[src/rtl/add_mult_pkg.sv]
`default_nettype none
// ============================================================================
//  Module   : add_mult_pkg
//  Brief    : Shared constants, FSM state type, frame type and parity helper
//             for the add/mult MAC feed controller.
//  Revision : 1.0  initial release
// ============================================================================
package add_mult_pkg;

    localparam int WORD_W        = 32;
    localparam int RES_W_DEF     = 48;
    localparam int NUM_TERMS_DEF = 8;

    typedef enum logic [2:0] {
        IDLE    = 3'd0,
        RUN     = 3'd1,
        FLUSH   = 3'd2,
        CAPTURE = 3'd3,
        HOLD    = 3'd4
    } state_t;

    typedef logic [WORD_W-1:0]     word_t;
    typedef word_t [NUM_TERMS_DEF-1:0] frame_t;

    // Even parity: the word plus its parity bit carry an even number of ones.
    function automatic logic parity_ok(input word_t w, input logic p);
        return ~((^w) ^ p);
    endfunction

endpackage
`default_nettype wire

[src/rtl/add_mult_parity_chk.sv]
`default_nettype none
// ============================================================================
//  Module   : add_mult_parity_chk
//  Brief    : Per-word even-parity check; zeroes failing words and flags any
//             error. Only present when ADD_MULT_FEED_PARITY_EN is defined.
//  Revision : 1.0  initial release
// ============================================================================
`ifdef ADD_MULT_FEED_PARITY_EN
module add_mult_parity_chk
    import add_mult_pkg::*;
#(
    parameter int NUM_TERMS = NUM_TERMS_DEF
)
(
    input  logic [NUM_TERMS-1:0][WORD_W-1:0] words_i,
    input  logic [NUM_TERMS-1:0]             parity_i,
    output logic [NUM_TERMS-1:0][WORD_W-1:0] words_o,
    output logic                             err_o
);

    logic [NUM_TERMS-1:0] w_bad;

    for (genvar i = 0; i < NUM_TERMS; i++) begin : g_word
        assign w_bad[i]   = ~parity_ok(words_i[i], parity_i[i]);
        assign words_o[i] = w_bad[i] ? '0 : words_i[i];
    end

    assign err_o = |w_bad;

endmodule
`endif
`default_nettype wire

[src/rtl/add_mult_feed_ctrl.sv]
`default_nettype none
// ============================================================================
//  Module   : add_mult_feed_ctrl
//  Brief    : Accepts a frame, steps a MAC through every word, captures the
//             result and holds it until consumed. Optional word parity
//             checking is enabled by defining ADD_MULT_FEED_PARITY_EN.
//  Revision : 1.0  initial release
// ============================================================================
module add_mult_feed_ctrl
    import add_mult_pkg::*;
#(
    parameter  int NUM_TERMS = NUM_TERMS_DEF,
    parameter  int RES_W     = RES_W_DEF,
    localparam int IDX_W     = (NUM_TERMS > 1) ? $clog2(NUM_TERMS) : 1
)
(
    input  logic                             clk,
    input  logic                             rst,
    input  logic                             in_valid,
    output logic                             in_ready,
    input  logic [NUM_TERMS-1:0][WORD_W-1:0] in_data,
`ifdef ADD_MULT_FEED_PARITY_EN
    input  logic [NUM_TERMS-1:0]             in_parity,
    output logic                             out_perr,
`endif
    output logic [NUM_TERMS-1:0][WORD_W-1:0] mac_data,
    output logic [IDX_W-1:0]                 mac_index,
    output logic                             mac_en,
    input  logic [RES_W-1:0]                 mac_res,
    output logic                             out_valid,
    input  logic                             out_ready,
    output logic [RES_W-1:0]                 out_res
);

    localparam logic [IDX_W-1:0] c_last_idx = IDX_W'(NUM_TERMS - 1);

    state_t                           state_q, state_d;
    logic [NUM_TERMS-1:0][WORD_W-1:0] data_q, data_d;
    logic [NUM_TERMS-1:0][WORD_W-1:0] w_load_data;
    logic [IDX_W-1:0]                 idx_q, idx_d;
    logic [RES_W-1:0]                 res_q, res_d;
    logic                             valid_q, valid_d;

`ifdef ADD_MULT_FEED_PARITY_EN
    logic perr_q, perr_d;
    logic w_load_err;

    add_mult_parity_chk #(
        .NUM_TERMS (NUM_TERMS)
    ) u_parity_chk (
        .words_i   (in_data),
        .parity_i  (in_parity),
        .words_o   (w_load_data),
        .err_o     (w_load_err)
    );

    assign out_perr = perr_q & valid_q;
`else
    assign w_load_data = in_data;
`endif

    always_comb begin
        state_d  = state_q;
        data_d   = data_q;
        idx_d    = idx_q;
        res_d    = res_q;
        valid_d  = valid_q;
        in_ready = 1'b0;
        mac_en   = 1'b0;
`ifdef ADD_MULT_FEED_PARITY_EN
        perr_d   = perr_q;
`endif
        unique case (state_q)
            IDLE: begin
                in_ready = 1'b1;
                if (in_valid) begin
                    data_d  = w_load_data;
                    idx_d   = '0;
                    state_d = RUN;
`ifdef ADD_MULT_FEED_PARITY_EN
                    perr_d  = w_load_err;
`endif
                end
            end
            RUN: begin
                mac_en = 1'b1;
                if (idx_q == c_last_idx) begin
                    idx_d   = '0;
                    state_d = FLUSH;
                end else begin
                    idx_d = idx_q + IDX_W'(1);
                end
            end
            // The MAC latches its sum at the end of FLUSH, so sample one cycle later.
            FLUSH: begin
                state_d = CAPTURE;
            end
            CAPTURE: begin
                res_d   = mac_res;
                valid_d = 1'b1;
                state_d = HOLD;
            end
            HOLD: begin
                if (out_ready) begin
                    valid_d = 1'b0;
                    state_d = IDLE;
                end
            end
            default: begin
                state_d = IDLE;
            end
        endcase
    end

    always_ff @(posedge clk or posedge rst) begin
        if (rst) begin
            state_q <= IDLE;
            data_q  <= '0;
            idx_q   <= '0;
            res_q   <= '0;
            valid_q <= 1'b0;
`ifdef ADD_MULT_FEED_PARITY_EN
            perr_q  <= 1'b0;
`endif
        end else begin
            state_q <= state_d;
            data_q  <= data_d;
            idx_q   <= idx_d;
            res_q   <= res_d;
            valid_q <= valid_d;
`ifdef ADD_MULT_FEED_PARITY_EN
            perr_q  <= perr_d;
`endif
        end
    end

    assign mac_data  = data_q;
    assign mac_index = idx_q;
    assign out_res   = res_q;
    assign out_valid = valid_q;

endmodule
`default_nettype wire

[config.mk]
export PLATFORM = sky130hd
export DESIGN_NAME = add_mult_feed_ctrl
export DESIGN_NICKNAME = d
export VERILOG_FILES = /design/src/rtl/add_mult_pkg.sv /design/src/rtl/add_mult_parity_chk.sv /design/src/rtl/add_mult_feed_ctrl.sv
export SDC_FILE = /design/constraint.sdc
export NUM_CORES = 1
export LEC_CHECK = 0
export ABC_AREA = 1
export CAP_MARGIN = 10
export CELL_PAD_IN_SITES_DETAIL_PLACEMENT = 1
export CELL_PAD_IN_SITES_GLOBAL_PLACEMENT = 2
export CORE_MARGIN = 10
export CORE_UTILIZATION = 21
export CTS_BUF_LIST = sky130_fd_sc_hd__clkbuf_2
export DETAILED_ROUTE_END_ITERATION = 8
export PLACE_DENSITY = 0.76
export RECOVER_POWER = 100
export SYNTH_ARGS = -nofsm -noshare
export SYNTH_HDL_FRONTEND = slang
export SYNTH_HIERARCHICAL = 1
export SYNTH_SLANG_ARGS = --single-unit
[constraint.sdc]
create_clock -name clk -period 10.43 [get_ports clk]
set_clock_uncertainty 0.2 [all_clocks]
set_input_delay 1.043 -clock clk [delete_from_list [all_inputs] [get_ports clk]]
set_output_delay 1.043 -clock clk [all_outputs]
set_load 0.02 [all_outputs]
==> impl_metrics.json, run 1 <==
{
  "initial_core_util": 0.213,
  "setup-violations-final": 0,
  "yosys-top-cells-area": "dfrtp_1, nand2_1, inv_1, o21ai_0, o21ai_1",
  "cts-root-buf": "clkbuf_2",
  "synthArstFlopShare": 1.00,
  "syn_nets": 1646,
  "syn_area_um2": 12300,
  "drcViolationCount": 0,
  "grt_pass1_wl_mm": 75.1,
  "grt_remaining_overflow": 0,
  "cts_setup_buffers": 0,
  "powerDensity_nw_per_um2": 294,
  "core-area_um2": 57900,
  "hold_viol": 0,
  "io_buffers": 617,
  "maxCapViolations": 3,
  "synth_seq_area_share": 0.632,
  "p_seq_frac": 0.354,
  "crit_path_end_kind": "output port",
  "wl_met1_mm": 18.7,
  "clk_pin_slew_ps": 90,
  "combPwrFrac": 0.488,
  "synth_ff_type": "dfrtp_1",
  "syn_inst": 1336,
  "vias_per_cell": 3.96,
  "wl_per_cell_um": 17.6,
  "cts_buffer_depth": 3,
  "yosys_warnings": 6,
  "dieArea_um2": 68800,
  "drtPass1Iterations": 5,
  "rsz0062_at_grt": "no",
  "clock-sinks": 311,
  "dp_hpwl_mm": 37.4,
  "crit_fanout": 52,
  "leakagePower_nw": 10.2,
  "routed-wl-met2_mm": 25.3,
  "wl_met3_mm": 4.44,
  "start_kind": "flip-flop",
  "slew_headroom": -1.96,
  "post-route-period-util": 0.589,
  "clkLatencyLatePin_ps": 990,
  "grt_max_degree": 238,
  "synth_edf_count": 0,
  "synth_area_leader_cell": "dfrtp_1",
  "yosysMostFrequentCell": "nand2_1",
  "synthTopCellsByCount": "nand2_1, dfrtp_1, inv_1, o21ai_0, o21ai_1",
  "crit_type": "reg -> out",
  "die_h_um": 262,
  "htree_levels": 3,
  "crit_required_ps": 9190,
  "violations": "capacitance limit, slew limit",
  "area_growth_pct": 60.9,
  "hold_buffers": 0,
  "clkPwrFrac": 0.158,
  "fin_nets": 2292,
  "cts_made_buffers": 92,
  "hold_ws_ps": 269,
  "switching_power_mw": 2.56,
  "vias": 11126,
  "internal_power_mw": 3.28,
  "post_cts_resized": 0,
  "first_iter_violations": 574,
  "outcome": "complete, but fails checks",
  "slew_viol_final": 187,
  "synth_cell_type_count": 14,
  "synth_top_area_frac": 0.632,
  "grt_pass1_vias": 11945,
  "top_layer": "met5",
  "tns_ps": 0,
  "ir_drop_uv": 152,
  "wirelength_mm": 49.4,
  "ant_nets": 0,
  "rows": 88,
  "grtUsageTotal": 0.139,
  "io_pins": 618,
  "p_sw_frac": 0.438,
  "arrival_ps": 4900,
  "cts_tree": "done",
  "synth.avg_cell_area_um2": 9.22,
  "tightest_slew_ps": 4420,
  "drive_above_1_share": 0.0706,
  "gp_congestion": 0.764,
  "antenna_found_initial": 7,
  "min_period_ps": 6150,
  "hp-class": "reg -> reg",
  "die_w_um": 262,
  "ys_ff_latch": 311,
  "fmax_ghz": 0.163
}
[layer usage]
metal / vias up / track usage
li1: 5405 / -
met1: 5261 / 0.144
met2: 391 / 0.246
met3: 65 / 0.0652
met4: 4 / 0.0425
met5: - / 0
[critical path: stages (launching register included)]
cell,delay [ps]
dfrtp_1,330
clkbuf_1,1840
inv_1,540
nand3_1,400
inv_1,100
dlygate4sd3_1,700
[cells by family after synthesis]
logic type,count (synthesis),synth area share
fa+ha+maj,2,0.00203
compound gates,259,0.105
simple gates,425,0.135
flops,311,0.632
buf+inv,339,0.126
[power by group through the flow]
stage          registers (mW)  clock network, mW  logic, mW
2_1_floorplan            2.77                  0      0.849
3_3_place_gp             2.08                  0       3.10
3_5_place_dp             2.11                  0       3.13
4_1_cts                  2.10              0.991       3.14
5_1_grt                  2.14               1.07       3.10
6_report                 2.06              0.923       2.85
[registers in the layout (all words and copies together) (netlist names)]
name,count
out_res,48
mac_index,3
mac_data,256
out_valid,1
state_q,3
[worst paths after layout]
path | start | endpoint | slack (ps) | cells after the start
worst max register to register | state_q[1] | mac_data[6] | 4570 | 6
worst min register to register | out_res[9] | out_res[9] | 270 | 2
worst min-delay path | out_res[9] | out_res[9] | 270 | 2
max in group asynchronous | rst | mac_data[139] | 5990 | 3
min in group asynchronous | rst | mac_data[192] | 1620 | 2
worst max-delay path | state_q[1] | mac_en | 4280 | 5
[cells in the final DEF (no fill, tap or decap), drive strengths merged]
master	instances
o21bai	1
nand2	361
diode	7
dfrtp	311
inv	265
nand3	58
clkinv	20
clkbuf	132
bufinv	2
clkdlybuf4s50	306
nor2	6
buf	6
dlygate4sd3	311
clkinvlp	2
ha	2
o21ai	258
[metrics by stage]
step | instances | setup slack, ps | utilization | area, um2 | power [mW]
floorplan | 1336 | 586 | - | 12300 | 3.62
global route | 2813 | 3750 | 0.342 | 19800 | 6.31
global placement | 2653 | 6130 | 0.328 | 19000 | 5.18
finish | 2813 | 4280 | 0.342 | 19800 | 5.83
CTS | 2806 | 6000 | 0.342 | 19800 | 6.23
detailed placement | 2653 | 6040 | 0.328 | 19000 | 5.25
[cell type report]
type,instances,area (um2)
inverters,266,1000
well taps,765,957
repair buffers,625,6250
clock buffers,130,651
multi-input cells,686,3010
diodes,7,17.5
clock inverters,23,153
flip-flops and latches,311,7780
fillers,6893,38100
(Power assumes the default switching activity.)
==> run 2: changes to the inputs <==
Settings changed: CORE_UTILIZATION 21 to 23, PLACE_DENSITY 0.76 to 0.79.
Clock period 10.43 ns to 6.1 ns, I/O delays scaled along.
==> impl_metrics.json, run 2 (synthesis results as in run 1) <==
{
  "outcome": "complete, but fails checks",
  "violations": "capacitance limit, slew limit",
  "slew_headroom": -0.206,
  "reg2reg_depth": 5,
  "fmax_ghz": 0.253,
  "grt_remaining_overflow": 0,
  "rows": 84,
  "dp.cells": 2577,
  "drtPass1Iterations": 5,
  "cts_tree": "done",
  "antenna_found_initial": 9,
  "layout_common_cells": "dlygate4sd3_1, nand2_1, dfrtp_1, clkdlybuf4s50_1, inv_1",
  "fin_nets": 2598,
  "finalPower_mw": 10.3,
  "powerDensity_nw_per_um2": 451,
  "clk_pin_slew_ps": 90,
  "cts-root-buf": "clkbuf_2",
  "first_iter_violations": 424,
  "crit_family": "buffers and inverters",
  "min_period_ps": 3950,
  "hold_buffers": 306,
  "wirelength_mm": 58.0,
  "io_pins": 618,
  "leakagePower_nw": 11.5,
  "slowest_delay_ps": 1400,
  "slew_viol_final": 182,
  "cts_made_buffers": 91,
  "drcViolationCount": 0,
  "die_w_um": 251,
  "hold_ws_ps": 266,
  "largest_reg_flops": 256,
  "r2r_start": "state_q[1]",
  "dpl_cell_area_um2": 19000,
  "io_buffers": 617,
  "htree_levels": 3,
  "fin_cells": 3056,
  "tns_ps": 0,
  "grt_pass1_vias": 14692,
  "gp_congestion": 0.772,
  "grt_pass1_wl_mm": 88.6,
  "ir_drop_uv": 238,
  "dieArea_um2": 63200,
  "clkLatencyLatePin_ps": 980,
  "grt_max_degree": 186,
  "dp_hpwl_mm": 38.4,
  "cts_buffer_depth": 3,
  "wl_per_cell_um": 19.0,
  "die_h_um": 251,
  "arrival_ps": 4530,
  "cts_setup_buffers": 0,
  "hp-start": "out_res[41]",
  "post_cts_resized": 0,
  "drive_above_1_share": 0.0636,
  "layout_commonest_cell": "dlygate4sd3_1",
  "holdPathEnd": "out_res[41]",
  "design_area_um2": 22800,
  "hold_viol": 0,
  "crit_required_ps": 6680,
  "start_kind": "flip-flop",
  "crit_buf_inv": 3,
  "holdPathStages": 2,
  "tightest_slew_ps": 1810,
  "post-route-period-util": 0.648,
  "crit_fanout": 100,
  "r2r_end": "mac_data[195]",
  "rsz0062_at_grt": "no",
  "crit_type": "reg -> reg",
  "hp-class": "reg -> reg",
  "vias": 12707,
  "crit_path_end_kind": "flip-flop",
  "setup-violations-final": 0,
  "core-area_um2": 52800,
  "initial_core_util": 0.234,
  "path_cells": "buf_4 -> inv_1 -> nand3_4 -> clkbuf_2 -> o21ai_0",
  "vias_per_cell": 4.16,
  "crit_slowest_cell": "clkbuf_2",
  "ant_nets": 0,
  "clock-sinks": 311,
  "cp_num_cells": 5,
  "maxCapViolations": 3,
  "grtUsageTotal": 0.180,
  "area_growth_pct": 85.1,
  "reg2reg_slack_ps": 2150
}
==> run 2: cell types whose count changed in the layout (fill, tap and decap cells not counted), moves of 2 or more <==
cell | previous run | this run
buf_12 | 2 | 4
clkinv_2 | 0 | 2
bufinv_16 | 2 | 0
buf_4 | 4 | 1
o21ai_0 | 258 | 252
inv_2 | 0 | 2
diode_2 | 7 | 11
clkinv_1 | 18 | 21
dlygate4sd3_1 | 311 | 617
clkbuf_2 | 130 | 136
o21ai_1 | 0 | 6
==> run 2: report_power, final <==
part	internal, mW	total [mW]	switching, mW
clock network	0.590	1.55	0.957
logic	2.04	5.18	3.14
registers	3.04	3.56	0.523
==> run 2: worst max path at each step <==
stage                    start            end
finish              state_q[1]  mac_data[195]
global route        state_q[1]  mac_data[247]
CTS                 state_q[1]         mac_en
floorplan                  rst    mac_data[0]
global placement      in_valid   mac_data[63]
detailed placement    in_valid  mac_data[255]
==> run 2: cell type report <==
type                       count  area (um2)
clock buffer                 135         676
inverter                     266        1000
timing repair buffer         932        9340
clock inverter                27         113
antenna                       11        27.5
sequential                   311        7780
fill                        6068       29900
multi-input combinational    686        3010
tap                          688         861
==> run 2: per-layer routing <==
| metal | routed length [um] | track usage | vias to the layer above | share of wire |
|---|---|---|---|---|
| met5 | 13 | 0 | - | 0.00022 |
| li1 | - | - | 6026 | - |
| met2 | 30100 | 0.323 | 460 | 0.52 |
| met1 | 20800 | 0.180 | 6100 | 0.36 |
| met3 | 4620 | 0.0704 | 119 | 0.080 |
| met4 | 2470 | 0.0864 | 2 | 0.043 |
==> run 2: metrics by stage <==
| step | worst slack [ps] | util |
|---|---|---|
| 2_1_floorplan | 1150 | - |
| 4_1_cts | 2220 | 0.432 |
| 5_1_grt | 1690 | 0.432 |
| 6_report | 2150 | 0.432 |
| 3_5_place_dp | 2960 | 0.359 |
| 3_3_place_gp | 3040 | 0.359 |
==> run 2: worst min-delay path, delay by kind of cell, from the launching register on <==
family | cells | cell delay, ps
DFF | 1 | 340
and+or+nand+nor | 2 | 90
